--- config.mk ---
export PLATFORM = sky130hd
export DESIGN_NAME = uart_rx_buffer
export DESIGN_NICKNAME = d
export VERILOG_FILES = /design/src/rtl/uart_rx_buffer_pkg.sv /design/src/rtl/sync_edge.sv /design/src/rtl/uart_rx_buffer.sv
export SDC_FILE = /design/constraint.sdc
export NUM_CORES = 1
export LEC_CHECK = 0
export CORE_MARGIN = 2
export CORE_UTILIZATION = 40
export DETAILED_ROUTE_END_ITERATION = 8
export SYNTH_ARGS = -nofsm -noshare
export SYNTH_HDL_FRONTEND = slang
export SYNTH_SLANG_ARGS = --single-unit
export TNS_END_PERCENT = 20
--- constraint.sdc ---
create_clock -name clk -period 2.9 [get_ports clk]
set_input_delay 0.58 -clock clk [delete_from_list [all_inputs] [get_ports clk]]
set_output_delay 0.58 -clock clk [all_outputs]
set_load 0.03 [all_outputs]
--- src/rtl/uart_rx_buffer_pkg.sv ---
// Shared constants for the UART receive buffer: character width, pointer sizing
// and the CPU status-word bit map.
package uart_buf_pkg;

  localparam int UART_DATA_W = 8;

  localparam int STAT_EMPTY_BIT   = 0;
  localparam int STAT_FULL_BIT    = 1;
  localparam int STAT_OVERRUN_BIT = 2;

  // ceil(log2(depth)), with a floor of 1 so a 2-deep FIFO still gets a pointer bit
  function automatic int ptr_width(input int depth);
    int w;
    w = 1;
    for (int i = 1; i < 31; i++) begin
      if ((32'sd1 <<< i) < depth) begin
        w = i + 1;
      end else begin
        w = w;
      end
    end
    return w;
  endfunction

endpackage

--- src/rtl/sync_edge.sv ---
// Three-flop synchroniser with a rising-edge pulse output; the reset value is a
// parameter so an input already high at reset release produces no pulse.
module sync_edge #(
  parameter logic RESET_VAL = 1'b1
) (
  input  logic clk,
  input  logic reset,
  input  logic din,
  output logic pulse
);

  logic s1_r, s2_r, s3_r;

  // metastability chain plus one delay stage for edge detection
  always_ff @(posedge clk or negedge reset) begin
    if (!reset) begin
      s1_r <= RESET_VAL;
      s2_r <= RESET_VAL;
      s3_r <= RESET_VAL;
    end else begin
      s1_r <= din;
      s2_r <= s1_r;
      s3_r <= s2_r;
    end
  end

  assign pulse = s2_r & ~s3_r;

endmodule

--- src/rtl/uart_rx_buffer.sv ---
// Receive FIFO between the baud-domain UART receiver and CPU polling registers.
// Optional irq output is enabled by defining UART_RX_BUF_IRQ_EN.
module uart_rx_buffer
  import uart_buf_pkg::*;
#(
  parameter int DEPTH         = 16,
  parameter int WORD_SIZE     = 16,
  parameter int DATA_W        = UART_DATA_W,
  parameter int IRQ_THRESHOLD = 8
) (
  input  logic                 clk,
  input  logic                 reset,
  input  logic [DATA_W-1:0]    rx_data,
  input  logic                 rx_valid,
  input  logic                 rd_en,
  input  logic                 clr_overrun,
  output logic [WORD_SIZE-1:0] rd_data,
  output logic                 empty,
  output logic                 full,
  output logic [WORD_SIZE-1:0] count,
  output logic                 overrun
`ifdef UART_RX_BUF_IRQ_EN
  ,
  output logic                 irq
`endif
);

  localparam int PW = ptr_width(DEPTH);
  localparam logic [PW-1:0] PTR_ONE = PW'(1);
  localparam logic [PW:0]   CNT_ONE = (PW+1)'(1);
  localparam logic [PW:0]   DEPTH_C = (PW+1)'(DEPTH);

  logic [DATA_W-1:0] mem_r [DEPTH];
  logic [PW-1:0]     wr_ptr_r, rd_ptr_r, rd_ptr_next_s;
  logic [PW:0]       count_r, count_next_s;
  logic [DATA_W-1:0] head_r, head_next_s;
  logic              empty_r, full_r, overrun_r, overrun_next_s;
  logic              push_s, pop_s, do_push_s, drop_s;

  sync_edge #(.RESET_VAL(1'b1)) u_sync (
    .clk   (clk),
    .reset (reset),
    .din   (rx_valid),
    .pulse (push_s)
  );

  // next-state for pointers, fill level, sticky flag and the head view
  always_comb begin
    pop_s          = rd_en & ~empty_r;
    do_push_s      = push_s & (~full_r | pop_s);
    drop_s         = push_s & full_r & ~pop_s;
    overrun_next_s = drop_s | (overrun_r & ~clr_overrun);
    rd_ptr_next_s  = rd_ptr_r;
    count_next_s   = count_r;
    head_next_s    = '0;
    if (pop_s) begin
      rd_ptr_next_s = rd_ptr_r + PTR_ONE;
    end else begin
      rd_ptr_next_s = rd_ptr_r;
    end
    if (do_push_s && !pop_s) begin
      count_next_s = count_r + CNT_ONE;
    end else if (!do_push_s && pop_s) begin
      count_next_s = count_r - CNT_ONE;
    end else begin
      count_next_s = count_r;
    end
    // a byte written this edge may itself become the new head
    if (count_next_s == '0) begin
      head_next_s = '0;
    end else if (do_push_s && (wr_ptr_r == rd_ptr_next_s)) begin
      head_next_s = rx_data;
    end else begin
      head_next_s = mem_r[rd_ptr_next_s];
    end
  end

  // byte storage, no reset needed since reads are gated by count
  always_ff @(posedge clk) begin
    if (do_push_s) begin
      mem_r[wr_ptr_r] <= rx_data;
    end
  end

  // control and registered status
  always_ff @(posedge clk or negedge reset) begin
    if (!reset) begin
      wr_ptr_r  <= '0;
      rd_ptr_r  <= '0;
      count_r   <= '0;
      head_r    <= '0;
      empty_r   <= 1'b1;
      full_r    <= 1'b0;
      overrun_r <= 1'b0;
    end else begin
      if (do_push_s) begin
        wr_ptr_r <= wr_ptr_r + PTR_ONE;
      end else begin
        wr_ptr_r <= wr_ptr_r;
      end
      rd_ptr_r  <= rd_ptr_next_s;
      count_r   <= count_next_s;
      head_r    <= head_next_s;
      empty_r   <= (count_next_s == '0);
      full_r    <= (count_next_s == DEPTH_C);
      overrun_r <= overrun_next_s;
    end
  end

`ifdef UART_RX_BUF_IRQ_EN
  localparam logic [PW:0] IRQ_TH_C = (PW+1)'(IRQ_THRESHOLD);
  logic irq_r;

  // interrupt tracks the same edge as count and overrun
  always_ff @(posedge clk or negedge reset) begin
    if (!reset) begin
      irq_r <= 1'b0;
    end else begin
      irq_r <= (count_next_s >= IRQ_TH_C) | overrun_next_s;
    end
  end

  assign irq = irq_r;
`endif

  assign rd_data = {{(WORD_SIZE-DATA_W){1'b0}}, head_r};
  assign count   = {{(WORD_SIZE-PW-1){1'b0}}, count_r};
  assign empty   = empty_r;
  assign full    = full_r;
  assign overrun = overrun_r;

endmodule

==> flow_summary_export.csv, run 1 <==
group,metric,value,unit
cells_and_area,layout.cells.most_common,"sky130_fd_sc_hd__edfxtp_1",
drt,wl_per_cell,21.7,um
synthesis,synthArstFlopShare,17.4,%
setup_path,worstSetupPathType,"in -> reg",
cells_and_area,post-route-cell-area,0.00882,sq mm
placement,placement.setup.worst_slack,-0.345,ns
global_route,largest_net_degree_at_the_start_of_global_routing,48,
global_route,wire_length_of_the_first_global_routing_pass,26.2,mm
setup_path,timing.reg2reg.setup_slack,0.29,ns
timing,pins_over_slew_limit,0,
setup_path,worstRegToRegCells,6,
power_and_ir_drop,max-vdd-ir-drop,0.416,mV
cells_and_area,multiInputGateArea,0.00266,sq mm
drt,vias_per_cell,5.78,
power_and_ir_drop,pwrdens,1080,mW/mm^2
power_and_ir_drop,totalPowerFinal,9490,uW
cts,clock_latency,0.43,ns
outcome,outcome,"complete, no violations",
die,boundaryPins,48,
cts,cts_inserted_buffers,17,
drt,dr.pass1.iters,4,
cts,clk_pin_slew_worst_paths,0.06,ns
cells_and_area,final_layout_size_suffix_gt1_share,28.2,%
global_route,grt_pass1_vias,4583,
die,die_y,140,um
synthesis,number_of_synthesized_flops_with_an_enable_pin,128,
drt,via_count,4494,
setup_path,worstSetupStartpoint,"rd_en",
die,die-width,140,um
global_route,grt.overflow.total,0,
die,row_count,49,
placement,io_buffers,28,
setup_path,critical_path.max_fanout,10,
timing,setup_slack,0.188,ns
cells_and_area,syn_to_layout_area_delta,18.5,%
synthesis,yosysWarnings,0,
cells_and_area,layout.cells.most_common_list,"sky130_fd_sc_hd__edfxtp_1, sky130_fd_sc_hd__mux4_2, sky130_fd_sc_hd__buf_4",
placement,detailed_place.area,0.00820,sq mm
hold_path,timing.hold.worst.class,"reg -> reg",
cts,tritoncts,"done",
setup_path,critPathRequiredTime,3.23,ns
synthesis,syn_inst,471,
cts,htree_levels,4,
die,fp.dieArea,0.0197,sq mm
timing,timing.slew.headroom,36.0,%
global_route,grtUsageTotal,18.0,%
synthesis,ys_ff_latch,155,
timing,hold_fails_final_rpt,0,
power_and_ir_drop,power.static_leakage,0.00304,uW
cells_and_area,layout.filler_cells,1503,
drt,ant_nets,0,
synthesis,synth_area,0.00744,sq mm
setup_path,worst_r2r_startpoint,"rd_ptr_r[0]",
synthesis,synthDominantAreaCellType,"sky130_fd_sc_hd__edfxtp_1",
drt,post-route-drc-count,0,
timing,setup_violations,0,
cts,ctsRootBufferMaster,"sky130_fd_sc_hd__clkbuf_16",
cells_and_area,antenna_cells_inserted,0,
setup_path,timing.critical_path.arrival,3.04,ns
synthesis,yosysUniqueCellTypes,51,
cts,clock_path_buffers,2,
setup_path,timing.critical_path.to,"head_r[3]",
cells_and_area,final-seq-area,0.00453,sq mm
synthesis,synth_sequential_area_ratio,60.8,%
timing,tightestPinTransition,0.957,ns
drt,drt-total-wl,16.9,mm
synthesis,synth_top_cells_by_area,"sky130_fd_sc_hd__edfxtp_1, sky130_fd_sc_hd__mux4_2, sky130_fd_sc_hd__dfrtp_1",
cts,clock_sinks,155,
run,maxCapViolations,0,
setup_path,critical_path.endpoint_type,"register",
timing,post-route-min-period,2.71,ns
timing,finClkSkew,0.0183,ns
die,start_util,41.2,%
placement,dpl.hpwl,11.5,mm
cts,holdBufCountCts,0,
drt,drt-initial-drc-count,478,
cells_and_area,nets,557,
setup_path,timing.rr.end,"head_r[3]",
global_route,number_of_antenna_violations_at_the_first_check_in_global_routing,0,
synthesis,postSynth.topFlopCell,"sky130_fd_sc_hd__edfxtp_1",
setup_path,crit_path_start_kind,"input pin",
synthesis,synth_top_cell_area_share,51.6,%
placement,gpl.final_weighted_congestion,0.854,
synthesis,syn_avg_cell_area,15.8,sq um
die,core_area,0.0181,sq mm
timing,setup_repair_after_global_routing_missed_its_margin,"false",
timing,fmax,369,MHz
timing,timing.final.crit_share,93.5,%
## worst max-delay path, cell delays in order
cell and delay, ns:
sky130_fd_sc_hd__clkdlybuf4s50_1 0.47, sky130_fd_sc_hd__nor2b_2 0.21, sky130_fd_sc_hd__nand4_4 0.15, sky130_fd_sc_hd__xor2_4 0.22, sky130_fd_sc_hd__buf_12 0.16, sky130_fd_sc_hd__buf_4 0.18
sky130_fd_sc_hd__mux4_2 0.23, sky130_fd_sc_hd__a21oi_1 0.06, sky130_fd_sc_hd__or4_1 0.51, sky130_fd_sc_hd__a311oi_1 0.27
## synth_stat cells (8+ instances only)
cell and instances:
sky130_fd_sc_hd__a21oi_1 19, sky130_fd_sc_hd__buf_2 18, sky130_fd_sc_hd__buf_4 21, sky130_fd_sc_hd__clkbuf_1 8, sky130_fd_sc_hd__dfrtp_1 23, sky130_fd_sc_hd__edfxtp_1 128
sky130_fd_sc_hd__inv_1 9, sky130_fd_sc_hd__mux2i_1 8, sky130_fd_sc_hd__mux4_2 54, sky130_fd_sc_hd__nand2_1 29, sky130_fd_sc_hd__nor2_1 24, sky130_fd_sc_hd__nor3_1 20
sky130_fd_sc_hd__xnor2_1 9
## cell families (layout without fill, tap and decap cells)
logic type	after synthesis	count (layout)	synth area share, %
AND/OR/NAND/NOR	101	101	6.98
buffers and inverters	60	120	4.59
other	1	19	0.0504
flip-flops	155	155	60.8
XOR/XNOR	14	14	1.85
adder cells (fa/ha/maj)	7	7	1.18
multiplexers	66	66	18.0
AO/OA/AOI/OAI	67	67	6.56
## area by class of cell
| class | count | share of cell area, % |
|---|---|---|
| well taps | 229 | 3.25 |
| repair buffers | 80 | 8.17 |
| multi-input cells | 274 | 30.2 |
| flip-flops and latches | 155 | 51.3 |
| clock buffers | 17 | 4.82 |
| inverters | 9 | 0.383 |
| clock inverters | 14 | 1.91 |
## registers in the layout, summed over array words and instances, names as in the netlist, 4 cells and up
register	count
rd_ptr_r	4
wr_ptr_r	4
mem_r	128
count_r	5
head_r	8
## report_power, final
| group | internal, uW | switching [uW] |
|---|---|---|
| registers | 2690 | 278 |
| clock network | 1350 | 884 |
| logic | 2150 | 2140 |
## metal layers
metal | track usage [%] | vias up | wire length, um
li1 | - | 1982 | -
met2 | 30.4 | 205 | 8600
met3 | 3.52 | 23 | 991
met4 | 6.27 | 0 | 296
met1 | 23.2 | 2284 | 6970
met5 | 0 | - | 0
## repair_timing
action,in CTS,in global routing
setup endpoints to repair,0,2
hold endpoints to repair,0,0
setup buffers,0,2
gates resized for setup,0,0
## how the worst min path moves through the flow
| stage | from | endpoint | slack, ns | depth (start not counted) |
|---|---|---|---|---|
| final | u_sync.s1_r | u_sync.s2_r | 0.36 | 0 |
| after global routing | u_sync.s1_r | u_sync.s2_r | 0.36 | 0 |
| after CTS | u_sync.s1_r | u_sync.s2_r | 0.36 | 0 |
| after detailed placement | u_sync.s1_r | u_sync.s2_r | 0.35 | 0 |
| after global placement | u_sync.s1_r | u_sync.s2_r | 0.35 | 0 |
| after floorplan | reset | count_r[0] | 0.28 | 0 |
## per-stage QoR
step / hold slack (ns) / utilization [%] / TNS, ns / instances
after floorplan: 0.284 / - / 0 / 489
after global placement: 0.350 / 45.3 / -2.01 / 745
after detailed placement: 0.352 / 45.3 / -2.13 / 745
after CTS: 0.361 / 48.6 / 0 / 776
after global routing: 0.359 / 48.8 / 0 / 778
final: 0.357 / 48.8 / 0 / 778
No activity file was read; power rests on OpenSTA's default activity.
==> inputs of run 2 (changes only) <==
--- a/config.mk
+++ b/config.mk
@@ -8,6 +8,7 @@
 export CORE_MARGIN = 2
 export CORE_UTILIZATION = 40
 export DETAILED_ROUTE_END_ITERATION = 8
+export PLACE_DENSITY = 0.68
 export SYNTH_ARGS = -nofsm -noshare
 export SYNTH_HDL_FRONTEND = slang
 export SYNTH_SLANG_ARGS = --single-unit
==> run 2 against run 1 <==
Against the previous run:
- clock-buffer cell count stayed put
- die area stayed put
- utilization is 0.076 points higher
- first-iteration DRC count is 18% lower
- global-route usage is 0.56 points higher
- register-to-register slack worse by 0.02 ns
- combinational power hardly changed
- critical path type unchanged
- sequential power hardly changed
- largest cell class unchanged
==> flow_summary_export.csv, run 2 (synthesis results as in run 1) <==
group,metric,value,unit
placement,detailed_place.area,0.00827,sq mm
timing,tightestPinTransition,1.11,ns
cts,clock_path_buffers,2,
die,die_y,140,um
power_and_ir_drop,max-vdd-ir-drop,0.601,mV
cts,htree_levels,4,
cts,tritoncts,"done",
cells_and_area,final_layout_size_suffix_gt1_share,28.9,%
cells_and_area,final_cells,783,
cts,ctsRootBufferMaster,"sky130_fd_sc_hd__clkbuf_16",
timing,post-route-min-period,2.76,ns
power_and_ir_drop,power.static_leakage,0.00305,uW
outcome,outcome,"complete, no violations",
drt,wl_per_cell,22.3,um
cts,clock_sinks,155,
cts,post_cts_resized,0,
drt,dr.pass1.iters,5,
cts,holdBufCountCts,0,
power_and_ir_drop,intPower,5980,uW
power_and_ir_drop,combinational_share_of_power,45.8,%
die,start_util,41.2,%
setup_path,critical_path.max_fanout,23,
timing,hold_fails_final_rpt,0,
global_route,grt_pass1_vias,4741,
cts,clk_pin_slew_worst_paths,0.07,ns
cts,clock_latency,0.43,ns
drt,post-route-drc-count,0,
power_and_ir_drop,net-switching-power,3360,uW
timing,setup_tns,0,ns
cells_and_area,layout.cells.most_common,"sky130_fd_sc_hd__edfxtp_1",
drt,drt-total-wl,17.5,mm
drt,vias_per_cell,5.95,
drt,ant_nets,0,
drt,via_count,4656,
cells_and_area,antenna_cells_inserted,0,
power_and_ir_drop,power.clock.fraction,22.6,%
setup_path,worst_r2r_startpoint,"empty",
timing,setup_repair_after_global_routing_missed_its_margin,"false",
cells_and_area,layout.filler_cells,1476,
cells_and_area,top_regs,"mem_r: 128 flops, head_r: 8 flops, count_r: 5 flops",
hold_path,min_path_cells,0,
cells_and_area,post-route-cell-area,0.00884,sq mm
timing,finClkSkew,0.00814,ns
drt,drt-initial-drc-count,393,
die,core_area,0.0181,sq mm
setup_path,timing.reg2reg.setup_slack,0.27,ns
placement,dpl.hpwl,11.6,mm
setup_path,critical_path.endpoint_type,"register",
power_and_ir_drop,p_seq_share,31.6,%
global_route,grt.overflow.total,0,
setup_path,worstRegToRegCells,7,
timing,fmax,362,MHz
timing,setup_violations,0,
setup_path,worstSetupPathType,"in -> reg",
setup_path,worstSetupStartpoint,"rd_en",
hold_path,timing.hold.worst.class,"reg -> reg",
setup_path,timing.rr.end,"head_r[0]",
run,maxCapViolations,0,
cells_and_area,layout.cells.most_common_list,"sky130_fd_sc_hd__edfxtp_1, sky130_fd_sc_hd__mux4_2, sky130_fd_sc_hd__buf_4",
setup_path,crit_path_start_kind,"input pin",
global_route,largest_net_degree_at_the_start_of_global_routing,33,
die,boundaryPins,48,
global_route,grtUsageTotal,18.5,%
timing,hold-worst-slack,0.353,ns
cells_and_area,nets,561,
global_route,number_of_antenna_violations_at_the_first_check_in_global_routing,1,
timing,timing.final.crit_share,95.3,%
power_and_ir_drop,totalPowerFinal,9340,uW
cells_and_area,regMostFlops,"mem_r",
placement,gpl.final_weighted_congestion,0.842,
placement,io_buffers,28,
timing,pins_over_slew_limit,0,
setup_path,timing.critical_path.arrival,3.09,ns
power_and_ir_drop,pwrdens,1060,mW/mm^2
setup_path,timing.critical_path.to,"head_r[0]",
global_route,wire_length_of_the_first_global_routing_pass,27.1,mm
cells_and_area,syn_to_layout_area_delta,18.7,%
die,row_count,49,
setup_path,critPathRequiredTime,3.23,ns
cells_and_area,largest_register_ff_count,128,
power_and_ir_drop,share_of_total_power_consumed_by_net_switching,35.9,%
die,die-width,140,um
placement,placed_cells,751,
die,fp.dieArea,0.0197,sq mm
timing,timing.slew.headroom,25.8,%
cts,cts_inserted_buffers,17,
cts,post_cts.repair.setup_buffers,0,
-- run 2: cell types whose count changed in the layout (fill, tap and decap cells not counted) --
cell | before | now
sky130_fd_sc_hd__clkinv_2 | 3 | 2
sky130_fd_sc_hd__inv_8 | 0 | 1
sky130_fd_sc_hd__buf_4 | 48 | 51
sky130_fd_sc_hd__inv_6 | 3 | 5
sky130_fd_sc_hd__clkinvlp_4 | 1 | 2
sky130_fd_sc_hd__bufinv_16 | 3 | 1
sky130_fd_sc_hd__buf_12 | 4 | 5
-- run 2: worst min-delay path by stage --
stage,start,to,slack [ns]
global placement,u_sync.s1_r,u_sync.s2_r,0.35
CTS,u_sync.s1_r,u_sync.s2_r,0.36
global route,u_sync.s1_r,u_sync.s2_r,0.36
floorplan,reset,count_r[0],0.28
finish,u_sync.s1_r,u_sync.s2_r,0.35
detailed placement,u_sync.s1_r,u_sync.s2_r,0.35
-- run 2: routing by layer --
metal / vias up / share of wire, % / routed length [um] / global-route usage, %
li1: 1997 / - / - / -
met1: 2398 / 39 / 6860 / 22.7
met2: 211 / 51 / 8940 / 31.7
met3: 48 / 5.9 / 1030 / 3.45
met4: 2 / 3.5 / 609 / 8.98
met5: - / 0.080 / 14 / 0
-- run 2: layout make-up --
type	instances	area, sq um	area share, %
flip-flops and latches	155	4530	51.2
repair buffers	84	763	8.64
clock inverters	15	140	1.59
clock buffers	17	425	4.81
inverters	9	33.8	0.382
well taps	229	287	3.24
multi-input cells	274	2660	30.1
-- run 2: per-stage QoR --
step	setup slack (ns)	util [%]
finish	0.138	48.9
detailed placement	-0.255	45.7
CTS	0.171	48.9
floorplan	0.297	-
global route	0.0118	48.9
global placement	-0.262	45.7
-- run 2: worst max-delay path: stages --
cell	delay, ns
sky130_fd_sc_hd__clkdlybuf4s50_1	0.42
sky130_fd_sc_hd__nor2b_2	0.20
sky130_fd_sc_hd__buf_4	0.23
sky130_fd_sc_hd__nor3b_1	0.91
sky130_fd_sc_hd__a22o_1	0.25
sky130_fd_sc_hd__a221oi_1	0.06
sky130_fd_sc_hd__buf_4	0.19
sky130_fd_sc_hd__a311oi_1	0.24
-- run 2: power by group through the flow --
| stage | registers, uW | clock network, uW | logic (uW) |
|---|---|---|---|
| after floorplan | 3070 | 0 | 2860 |
| after detailed placement | 2990 | 0 | 4250 |
| after global placement | 2980 | 0 | 4190 |
| after CTS | 2940 | 2140 | 4300 |
| after global routing | 2970 | 2230 | 4580 |
| final | 2950 | 2110 | 4280 |
==> inputs of run 3 (changes only) <==
--- a/config.mk
+++ b/config.mk
@@ -7,6 +7,7 @@
 export LEC_CHECK = 0
 export CORE_MARGIN = 2
 export CORE_UTILIZATION = 40
+export CTS_CLUSTER_DIAMETER = 60
 export DETAILED_ROUTE_END_ITERATION = 8
 export PLACE_DENSITY = 0.68
 export SYNTH_ARGS = -nofsm -noshare
==> results of run 3 <==
The final DEF is identical to that of run 2; final timing and power are the same.
